===== config.mk =====
export PLATFORM = sky130hd
export DESIGN_NAME = iob_vexriscv_dbus_bridge_flat
export DESIGN_NICKNAME = d
export VERILOG_FILES = /design/src/rtl/iob_vexriscv_dbus_bridge_pkg.sv /design/src/rtl/iob_vexriscv_dbus_bridge_if.sv /design/src/rtl/iob_vexriscv_dbus_bridge_lane.sv /design/src/rtl/iob_vexriscv_dbus_bridge.sv /design/src/flat_wrapper.sv
export SDC_FILE = /design/constraint.sdc
export NUM_CORES = 1
export LEC_CHECK = 0
export ABC_CLOCK_PERIOD_IN_PS = 8500
export CORE_MARGIN = 1
export CORE_UTILIZATION = 34
export CTS_BUF_LIST = sky130_fd_sc_hd__clkbuf_8
export DETAILED_ROUTE_END_ITERATION = 8
export GPL_TIMING_DRIVEN = 0
export PLACE_DENSITY_LB_ADDON = 0.1
export SKIP_CTS_REPAIR_TIMING = 1
export SYNTH_ARGS = -nofsm -noshare
export SYNTH_HDL_FRONTEND = slang
export SYNTH_SLANG_ARGS = --single-unit

===== constraint.sdc =====
create_clock -name clk -period 8.5 [get_ports clk]
set_input_delay 1.7 -clock clk [delete_from_list [all_inputs] [get_ports clk]]
set_output_delay 1.7 -clock clk [all_outputs]
set_load 0.02 [all_outputs]

===== src/rtl/iob_vexriscv_dbus_bridge_pkg.sv =====
// Shared encodings and lane helpers for the VexRiscv dBus to IOb bridge.
// Access-size codes, FSM state encoding, strobe/replication/misalign functions.
package iob_vexriscv_dbus_bridge_pkg;

   localparam logic [1:0] SIZE_B = 2'd0;
   localparam logic [1:0] SIZE_H = 2'd1;
   localparam logic [1:0] SIZE_W = 2'd2;

   typedef enum logic [1:0] {
      IDLE = 2'd0,
      BUSY = 2'd1,
      RESP = 2'd2
   } dbus_state_t;

   function automatic logic [3:0] lane_strb(input logic [1:0] size, input logic [1:0] addr_lo);
      logic [3:0] strb;
      strb = 4'b0000;
      case (size)
         SIZE_B:  strb = 4'b0001 << addr_lo;
         SIZE_H:  strb = 4'b0011 << {addr_lo[1], 1'b0};
         SIZE_W:  strb = 4'b1111;
         default: strb = 4'b0000;
      endcase
      return strb;
   endfunction

   function automatic logic [31:0] lane_wdata(input logic [1:0] size, input logic [31:0] data);
      logic [31:0] wdata;
      wdata = data;
      case (size)
         SIZE_B:  wdata = {4{data[7:0]}};
         SIZE_H:  wdata = {2{data[15:0]}};
         default: wdata = data;
      endcase
      return wdata;
   endfunction

   function automatic logic lane_misaligned(input logic [1:0] size, input logic [1:0] addr_lo);
      logic bad;
      bad = 1'b1;
      case (size)
         SIZE_B:  bad = 1'b0;
         SIZE_H:  bad = addr_lo[0];
         SIZE_W:  bad = (addr_lo != 2'b00);
         default: bad = 1'b1;
      endcase
      return bad;
   endfunction

endpackage


===== src/rtl/iob_vexriscv_dbus_bridge_if.sv =====
// Bus bundle between the CPU dBus, the bridge and the IOb memory side.
// slave = bridge view, master = CPU/memory environment view.
interface iob_vexriscv_dbus_bridge_if #(
   parameter int ADDR_W = 32,
   parameter int DATA_W = 32
);
   logic                cpu_cmd_valid;
   logic                cpu_cmd_ready;
   logic                cpu_cmd_wr;
   logic [1:0]          cpu_cmd_size;
   logic [ADDR_W-1:0]   cpu_cmd_address;
   logic [DATA_W-1:0]   cpu_cmd_data;
   logic                cpu_rsp_ready;
   logic [DATA_W-1:0]   cpu_rsp_data;
   logic                cpu_rsp_error;
   logic                mem_valid;
   logic [ADDR_W-1:0]   mem_address;
   logic [DATA_W-1:0]   mem_wdata;
   logic [DATA_W/8-1:0] mem_wstrb;
   logic                mem_ready;
   logic [DATA_W-1:0]   mem_rdata;

   modport slave (
      input  cpu_cmd_valid, cpu_cmd_wr, cpu_cmd_size, cpu_cmd_address, cpu_cmd_data,
      output cpu_cmd_ready, cpu_rsp_ready, cpu_rsp_data, cpu_rsp_error,
      output mem_valid, mem_address, mem_wdata, mem_wstrb,
      input  mem_ready, mem_rdata
   );

   modport master (
      output cpu_cmd_valid, cpu_cmd_wr, cpu_cmd_size, cpu_cmd_address, cpu_cmd_data,
      input  cpu_cmd_ready, cpu_rsp_ready, cpu_rsp_data, cpu_rsp_error,
      input  mem_valid, mem_address, mem_wdata, mem_wstrb,
      output mem_ready, mem_rdata
   );
endinterface


===== src/rtl/iob_vexriscv_dbus_bridge_lane.sv =====
// Combinational lane mapper: access size and address low bits to byte strobes,
// replicated write data and the misaligned flag.
module iob_vexriscv_dbus_bridge_lane
   import iob_vexriscv_dbus_bridge_pkg::*;
(
   input  logic [1:0]  size,
   input  logic [1:0]  addr_lo,
   input  logic [31:0] data,
   output logic [3:0]  wstrb,
   output logic [31:0] wdata,
   output logic        misalign
);
   assign wstrb    = lane_strb(size, addr_lo);
   assign wdata    = lane_wdata(size, data);
   assign misalign = lane_misaligned(size, addr_lo);
endmodule


===== src/rtl/iob_vexriscv_dbus_bridge.sv =====
// VexRiscv dBus to IOb bridge, one outstanding access, misaligned commands rejected.
// Optional bus watchdog with sticky timeout_err output when DBUS_TIMEOUT_EN is defined.
//
// state | meaning
// IDLE  | ready for a CPU command
// BUSY  | IOb request held on mem_* until mem_ready (or watchdog expiry)
// RESP  | one-cycle read response (data or error) to the CPU
module iob_vexriscv_dbus_bridge
   import iob_vexriscv_dbus_bridge_pkg::*;
#(
   parameter int ADDR_W    = 32,
   parameter int DATA_W    = 32,
   parameter int TIMEOUT_W = 8
) (
   input  logic clk,
   input  logic rst,
   iob_vexriscv_dbus_bridge_if.slave bus,
`ifdef DBUS_TIMEOUT_EN
   output logic timeout_err,
`endif
   output logic misalign
);

   if (DATA_W != 32) begin : g_bad_data_w
      $error("iob_vexriscv_dbus_bridge supports DATA_W = 32 only");
   end
   if (TIMEOUT_W < 2) begin : g_bad_timeout_w
      $error("iob_vexriscv_dbus_bridge needs TIMEOUT_W >= 2");
   end

   dbus_state_t       state_q, state_d;
   logic [ADDR_W-1:0] addr_q;
   logic [3:0]        wstrb_q;
   logic [31:0]       wdata_q;
   logic              wr_q;
   logic [31:0]       rsp_data_q;
   logic              rsp_err_q;
   logic              misalign_q;

   logic [3:0]        lane_wstrb;
   logic [31:0]       lane_wdata;
   logic              lane_misalign;
   logic              accept;
   logic              timeout_hit;

   iob_vexriscv_dbus_bridge_lane u_lane (
      .size     (bus.cpu_cmd_size),
      .addr_lo  (bus.cpu_cmd_address[1:0]),
      .data     (bus.cpu_cmd_data),
      .wstrb    (lane_wstrb),
      .wdata    (lane_wdata),
      .misalign (lane_misalign)
   );

   assign accept = bus.cpu_cmd_valid && (state_q == IDLE);

`ifdef DBUS_TIMEOUT_EN
   localparam logic [TIMEOUT_W-1:0] TMO_LAST = {{(TIMEOUT_W-1){1'b1}}, 1'b0};

   logic [TIMEOUT_W-1:0] tmo_cnt_q;
   logic                 timeout_err_q;

   // Expire on the BUSY cycle whose increment would reach all-ones.
   assign timeout_hit = (state_q == BUSY) && !bus.mem_ready && (tmo_cnt_q == TMO_LAST);

   always_ff @(posedge clk or posedge rst) begin
      if (rst) begin
         tmo_cnt_q     <= '0;
         timeout_err_q <= 1'b0;
      end else begin
         if (state_q != BUSY) begin
            tmo_cnt_q <= '0;
         end else if (!bus.mem_ready) begin
            tmo_cnt_q <= tmo_cnt_q + 1'b1;
         end
         if (timeout_hit) begin
            timeout_err_q <= 1'b1;
         end
      end
   end

   assign timeout_err = timeout_err_q;
`else
   assign timeout_hit = 1'b0;
`endif

   always_comb begin
      state_d = state_q;
      unique case (state_q)
         IDLE: begin
            if (accept) begin
               if (!lane_misalign) begin
                  state_d = BUSY;
               end else if (!bus.cpu_cmd_wr) begin
                  state_d = RESP;
               end
            end
         end
         BUSY: begin
            if (bus.mem_ready || timeout_hit) begin
               state_d = wr_q ? IDLE : RESP;
            end
         end
         RESP:    state_d = IDLE;
         default: state_d = IDLE;
      endcase
   end

   always_ff @(posedge clk or posedge rst) begin
      if (rst) begin
         state_q    <= IDLE;
         addr_q     <= '0;
         wstrb_q    <= '0;
         wdata_q    <= '0;
         wr_q       <= 1'b0;
         rsp_data_q <= '0;
         rsp_err_q  <= 1'b0;
         misalign_q <= 1'b0;
      end else begin
         state_q    <= state_d;
         misalign_q <= 1'b0;
         if (accept) begin
            misalign_q <= lane_misalign;
            rsp_data_q <= '0;
            rsp_err_q  <= lane_misalign;
            if (!lane_misalign) begin
               addr_q  <= {bus.cpu_cmd_address[ADDR_W-1:2], 2'b00};
               wstrb_q <= bus.cpu_cmd_wr ? lane_wstrb : 4'b0000;
               wdata_q <= lane_wdata;
               wr_q    <= bus.cpu_cmd_wr;
            end
         end else if (state_q == BUSY) begin
            if (bus.mem_ready) begin
               rsp_data_q <= bus.mem_rdata;
               rsp_err_q  <= 1'b0;
            end else if (timeout_hit) begin
               rsp_data_q <= '0;
               rsp_err_q  <= 1'b1;
            end
         end
      end
   end

   assign bus.cpu_cmd_ready = (state_q == IDLE);
   assign bus.cpu_rsp_ready = (state_q == RESP);
   assign bus.cpu_rsp_data  = rsp_data_q;
   assign bus.cpu_rsp_error = rsp_err_q;
   assign bus.mem_valid     = (state_q == BUSY);
   assign bus.mem_address   = addr_q;
   assign bus.mem_wdata     = wdata_q;
   assign bus.mem_wstrb     = wstrb_q;
   assign misalign          = misalign_q;

endmodule

===== src/flat_wrapper.sv =====
// flat-port wrapper written by rule: the top's interface ports become plain ports
module iob_vexriscv_dbus_bridge_flat import iob_vexriscv_dbus_bridge_pkg::*;
#(
   parameter int ADDR_W    = 32,
   parameter int DATA_W    = 32,
   parameter int TIMEOUT_W = 8
)
  (clk, rst, misalign, bus_cpu_cmd_valid, bus_cpu_cmd_wr, bus_cpu_cmd_size, bus_cpu_cmd_address, bus_cpu_cmd_data, bus_cpu_cmd_ready, bus_cpu_rsp_ready, bus_cpu_rsp_data, bus_cpu_rsp_error, bus_mem_valid, bus_mem_address, bus_mem_wdata, bus_mem_wstrb, bus_mem_ready, bus_mem_rdata);
  iob_vexriscv_dbus_bridge_if #(.ADDR_W(ADDR_W), .DATA_W(DATA_W)) bus_i ();
  input  logic clk;
  input  logic rst;
  output logic misalign;
  input wire logic [$bits(bus_i.cpu_cmd_valid)-1:0] bus_cpu_cmd_valid;
  input wire logic [$bits(bus_i.cpu_cmd_wr)-1:0] bus_cpu_cmd_wr;
  input wire logic [$bits(bus_i.cpu_cmd_size)-1:0] bus_cpu_cmd_size;
  input wire logic [$bits(bus_i.cpu_cmd_address)-1:0] bus_cpu_cmd_address;
  input wire logic [$bits(bus_i.cpu_cmd_data)-1:0] bus_cpu_cmd_data;
  output wire logic [$bits(bus_i.cpu_cmd_ready)-1:0] bus_cpu_cmd_ready;
  output wire logic [$bits(bus_i.cpu_rsp_ready)-1:0] bus_cpu_rsp_ready;
  output wire logic [$bits(bus_i.cpu_rsp_data)-1:0] bus_cpu_rsp_data;
  output wire logic [$bits(bus_i.cpu_rsp_error)-1:0] bus_cpu_rsp_error;
  output wire logic [$bits(bus_i.mem_valid)-1:0] bus_mem_valid;
  output wire logic [$bits(bus_i.mem_address)-1:0] bus_mem_address;
  output wire logic [$bits(bus_i.mem_wdata)-1:0] bus_mem_wdata;
  output wire logic [$bits(bus_i.mem_wstrb)-1:0] bus_mem_wstrb;
  input wire logic [$bits(bus_i.mem_ready)-1:0] bus_mem_ready;
  input wire logic [$bits(bus_i.mem_rdata)-1:0] bus_mem_rdata;
  assign bus_i.cpu_cmd_valid = bus_cpu_cmd_valid;
  assign bus_i.cpu_cmd_wr = bus_cpu_cmd_wr;
  assign bus_i.cpu_cmd_size = bus_cpu_cmd_size;
  assign bus_i.cpu_cmd_address = bus_cpu_cmd_address;
  assign bus_i.cpu_cmd_data = bus_cpu_cmd_data;
  assign bus_cpu_cmd_ready = bus_i.cpu_cmd_ready;
  assign bus_cpu_rsp_ready = bus_i.cpu_rsp_ready;
  assign bus_cpu_rsp_data = bus_i.cpu_rsp_data;
  assign bus_cpu_rsp_error = bus_i.cpu_rsp_error;
  assign bus_mem_valid = bus_i.mem_valid;
  assign bus_mem_address = bus_i.mem_address;
  assign bus_mem_wdata = bus_i.mem_wdata;
  assign bus_mem_wstrb = bus_i.mem_wstrb;
  assign bus_i.mem_ready = bus_mem_ready;
  assign bus_i.mem_rdata = bus_mem_rdata;
  iob_vexriscv_dbus_bridge #(.ADDR_W(ADDR_W), .DATA_W(DATA_W), .TIMEOUT_W(TIMEOUT_W)) u_core (.clk(clk), .rst(rst), .bus(bus_i), .misalign(misalign));
endmodule

==> flow_metrics.env <==
export IMPL_outcome="complete, no violations"
export IMPL_max_slew_margin_rel_pct=50.4
export IMPL_clock_pin_transition_on_the_worst_setup_and_hold_timing_paths_ns=0.10
export IMPL_placement_rows=40
export IMPL_ff2ff_setup_slack_ns=6.82
export IMPL_synthesis_area_per_instance_sq_um=12.8
export IMPL_netSwitchingPower_w=0.000629
export IMPL_synth_largest_area_cell="sky130_fd_sc_hd__dfrtp_1"
export IMPL_synth_distinct_cells=25
export IMPL_drt_pass1_iterations=4
export IMPL_clockPowerShare_pct=18.5
export IMPL_layout_cell_area_non_filler_sq_mm=0.00668
export IMPL_fin_hold_viols=0
export IMPL_power_per_cell_area_mw_per_mm2=280
export IMPL_place_worst_setup_slack_ns=4.85
export IMPL_hp_class="reg2reg"
export IMPL_overflow=0
export IMPL_dr_first_iter_drc_count=113
export IMPL_post_route_setup_tns_ns=0
export IMPL_grt_use_total_pct=19.0
export IMPL_register_area_sq_mm=0.00258
export IMPL_fin_nets=648
export IMPL_primary_flip_flop_cell_chosen_by_synthesis_mapping="sky130_fd_sc_hd__dfrtp_1"
export IMPL_synth_edf_count=0
export IMPL_critPathMaxFanout=6
export IMPL_worst_margin_pin_slew_ns=0.743
export IMPL_clock_sinks=103
export IMPL_pin_count_of_the_biggest_net_entering_global_routing=55
export IMPL_grt_first_pass_wirelength_microns=18600
export IMPL_cts_htree_levels=3
export IMPL_vdd_ir_drop_worst_mv=0.181
export IMPL_setup_worst_path_end_class="output port"
export IMPL_syn_area_sq_mm=0.00420
export IMPL_clock_fmax_mhz=294
export IMPL_min_period_ns=3.40
export IMPL_post_synth_top_area_fraction_pct=61.3
export IMPL_die_y_microns=113
export IMPL_synth_seq_cells=103
export IMPL_multiInputGateArea_sq_mm=0.00147
export IMPL_cts_root_to_sink_buffers=2
export IMPL_post_synth_most_frequent_cells="103 x sky130_fd_sc_hd__dfrtp_1, 36 x sky130_fd_sc_hd__mux2_2, 33 x sky130_fd_sc_hd__o21ai_0"
export IMPL_maxCapViolations=0
export IMPL_clock_tree_from_tritoncts="built"
export IMPL_power_share_sequential_pct=38.6
export IMPL_core_area_sq_mm=0.0120
export IMPL_fraction_of_registers_with_async_set_reset_pct=100
export IMPL_number_of_slew_limit_violations_in_the_final_report=0
export IMPL_vias=3301
export IMPL_hold_ws_ns=0.470
export IMPL_wirelength_microns=11400
export IMPL_total_power_w=0.00187
export IMPL_die_w_microns=113
export IMPL_synthMostInstantiatedCell="sky130_fd_sc_hd__dfrtp_1"
export IMPL_fill_count=1064
export IMPL_synth_seq_area_share_pct=61.3
export IMPL_io_pins=208
export IMPL_timing_critical_path_from_type="flip-flop"
export IMPL_layout_drive_gt1_share_pct=14.5
export IMPL_first_global_vias=3506
export IMPL_comb_power_share_pct=42.9
export IMPL_final_critical_path_setup_slack_ns=5.10
export IMPL_skew_ns=0.0110
export IMPL_place_port_buffers=203
export IMPL_initial_antenna_violation_count=0
export IMPL_post_synth_inst_count=329
export IMPL_start_util_pct=35.0
export IMPL_worst_setup_path_type="reg2out"
export IMPL_cts_root_buffer_cell="sky130_fd_sc_hd__clkbuf_8"
export IMPL_worst_ep_required_time_ns=6.80
export IMPL_swShare_pct=33.6
export IMPL_cts_buffers_inserted=9
export IMPL_clock_insertion_delay_worst_skew_ns=0.38
export IMPL_dp_hpwl_microns=8530
export IMPL_critPathArrivalTime_ns=1.70
export IMPL_total_leakage_power_nw=2.93
export IMPL_power_internal_w=0.00124
export IMPL_detailed_place_area_sq_mm=0.00645
export IMPL_report_final_setup_viol=0
export IMPL_gp_routability_congestion=0.773
export IMPL_yosysWarnings=0
export IMPL_routed_wire_length_per_instance_microns=16.3
export IMPL_rsz0062_at_grt="false"
export IMPL_remaining_drc_errors=0
export IMPL_num_antenna_cells=0
export IMPL_synth_area_leaders="sky130_fd_sc_hd__dfrtp_1 61%, sky130_fd_sc_hd__mux2_2 9.6%, sky130_fd_sc_hd__a22o_1 6.7%"
export IMPL_areaGrowthSynthToFinish_pct=59.0
export IMPL_fp_dieArea_sq_mm=0.0128
export IMPL_period_share_pct=40.0
export IMPL_post_drt_via_cell_ratio=4.74
export IMPL_ant_nets=0
==> per-stage QoR <==
stage / std cells / util (%)
detailed placement: 681 / 53.7
floorplan: 330 / -
global placement: 680 / 53.5
finish: 697 / 55.6
global route: 697 / 55.6
CTS: 697 / 55.6
==> cell usage in the layout, fill, tap and decap left out, types with 2 or more instances in the layout <==
cell type | netlist | layout
sky130_fd_sc_hd__nor2b_1 | 4 | 4
sky130_fd_sc_hd__mux2_2 | 36 | 36
sky130_fd_sc_hd__conb_1 | 1 | 2
sky130_fd_sc_hd__bufinv_16 | 0 | 2
sky130_fd_sc_hd__a22o_1 | 32 | 32
sky130_fd_sc_hd__inv_1 | 5 | 5
sky130_fd_sc_hd__buf_6 | 2 | 2
sky130_fd_sc_hd__buf_4 | 2 | 2
sky130_fd_sc_hd__mux2_4 | 3 | 3
sky130_fd_sc_hd__clkbuf_1 | 5 | 5
sky130_fd_sc_hd__nand2_1 | 30 | 30
sky130_fd_sc_hd__buf_2 | 16 | 16
sky130_fd_sc_hd__o21ai_0 | 33 | 33
sky130_fd_sc_hd__dfrtp_1 | 103 | 103
sky130_fd_sc_hd__a21oi_1 | 9 | 9
sky130_fd_sc_hd__nor2_1 | 14 | 14
sky130_fd_sc_hd__clkdlybuf4s50_1 | 0 | 203
sky130_fd_sc_hd__clkbuf_8 | 0 | 11
sky130_fd_sc_hd__mux2i_1 | 24 | 24
sky130_fd_sc_hd__a21boi_0 | 2 | 2
==> cell type report <==
| class | count | share of cell area (%) |
|---|---|---|
| Sequential cell | 103 | 38.6 |
| Timing Repair Buffer | 204 | 30.8 |
| Multi-Input combinational cell | 197 | 22.1 |
| Tap cell | 147 | 2.75 |
| Clock buffer | 11 | 2.27 |
| Buffer | 25 | 2.04 |
| Clock inverter | 5 | 1.20 |
| Inverter | 5 | 0.318 |
==> worst paths after layout <==
path                                                           to                     startpoint  cells after the start
min in group asynchronous  u_core.bus.cpu_rsp_data[3]$_DFFE_PP0P_                            rst                      2
hold reg to reg                     u_core.state_q[1]$_DFFE_PP0P_        u_core.wr_q$_DFFE_PP0P_                      1
setup reg to reg           u_core.bus.mem_address[17]$_DFFE_PP0P_  u_core.state_q[1]$_DFFE_PP0P_                      5
max in group asynchronous     u_core.bus.mem_wdata[8]$_DFFE_PP0P_                            rst                      3
hold / removal                      u_core.state_q[1]$_DFFE_PP0P_        u_core.wr_q$_DFFE_PP0P_                      1
setup / recovery                                    bus_mem_valid  u_core.state_q[0]$_DFFE_PP0P_                      2
==> power by group through the flow <==
stage / Clock, W / Combinational, W / Sequential [W]
detailed placement: 0 / 0.000811 / 0.000731
CTS: 0.000361 / 0.000814 / 0.000723
global route: 0.000383 / 0.000854 / 0.000743
finish: 0.000347 / 0.000802 / 0.000722
global placement: 0 / 0.000803 / 0.000724
floorplan: 0 / 0.000198 / 0.000916
==> worst max-delay path: stages (launching register included) <==
cell and delay [ns]:
sky130_fd_sc_hd__dfrtp_1 0.43, sky130_fd_sc_hd__nor2b_1 0.24, sky130_fd_sc_hd__clkdlybuf4s50_1 0.66
==> flip-flops by register name (all words and copies together), names as in the netlist <==
signal / count
u_core.misalign: 1
u_core.bus.mem_wdata: 32
u_core.bus.cpu_rsp_error: 1
u_core.bus.mem_wstrb: 4
u_core.wr_q: 1
u_core.bus.mem_address: 30
u_core.bus.cpu_rsp_data: 32
u_core.state_q: 2
==> layer usage <==
metal	vias to the layer above	wire length [microns]	track usage, %
met5	-	0	0
met4	0	119	5.09
met3	7	1090	8.30
met2	130	5440	30.8
met1	1587	4700	23.0
li1	1577	-	-
==> kinds of logic after synthesis <==
family | synth area share, %
flip-flops | 61.3
AO/OA/AOI/OAI | 12.9
multiplexers | 16.4
AND/OR/NAND/NOR | 5.60
buffers and inverters | 3.69
other | 0.0892
Note: power is estimated with default switching activity, not from simulation.
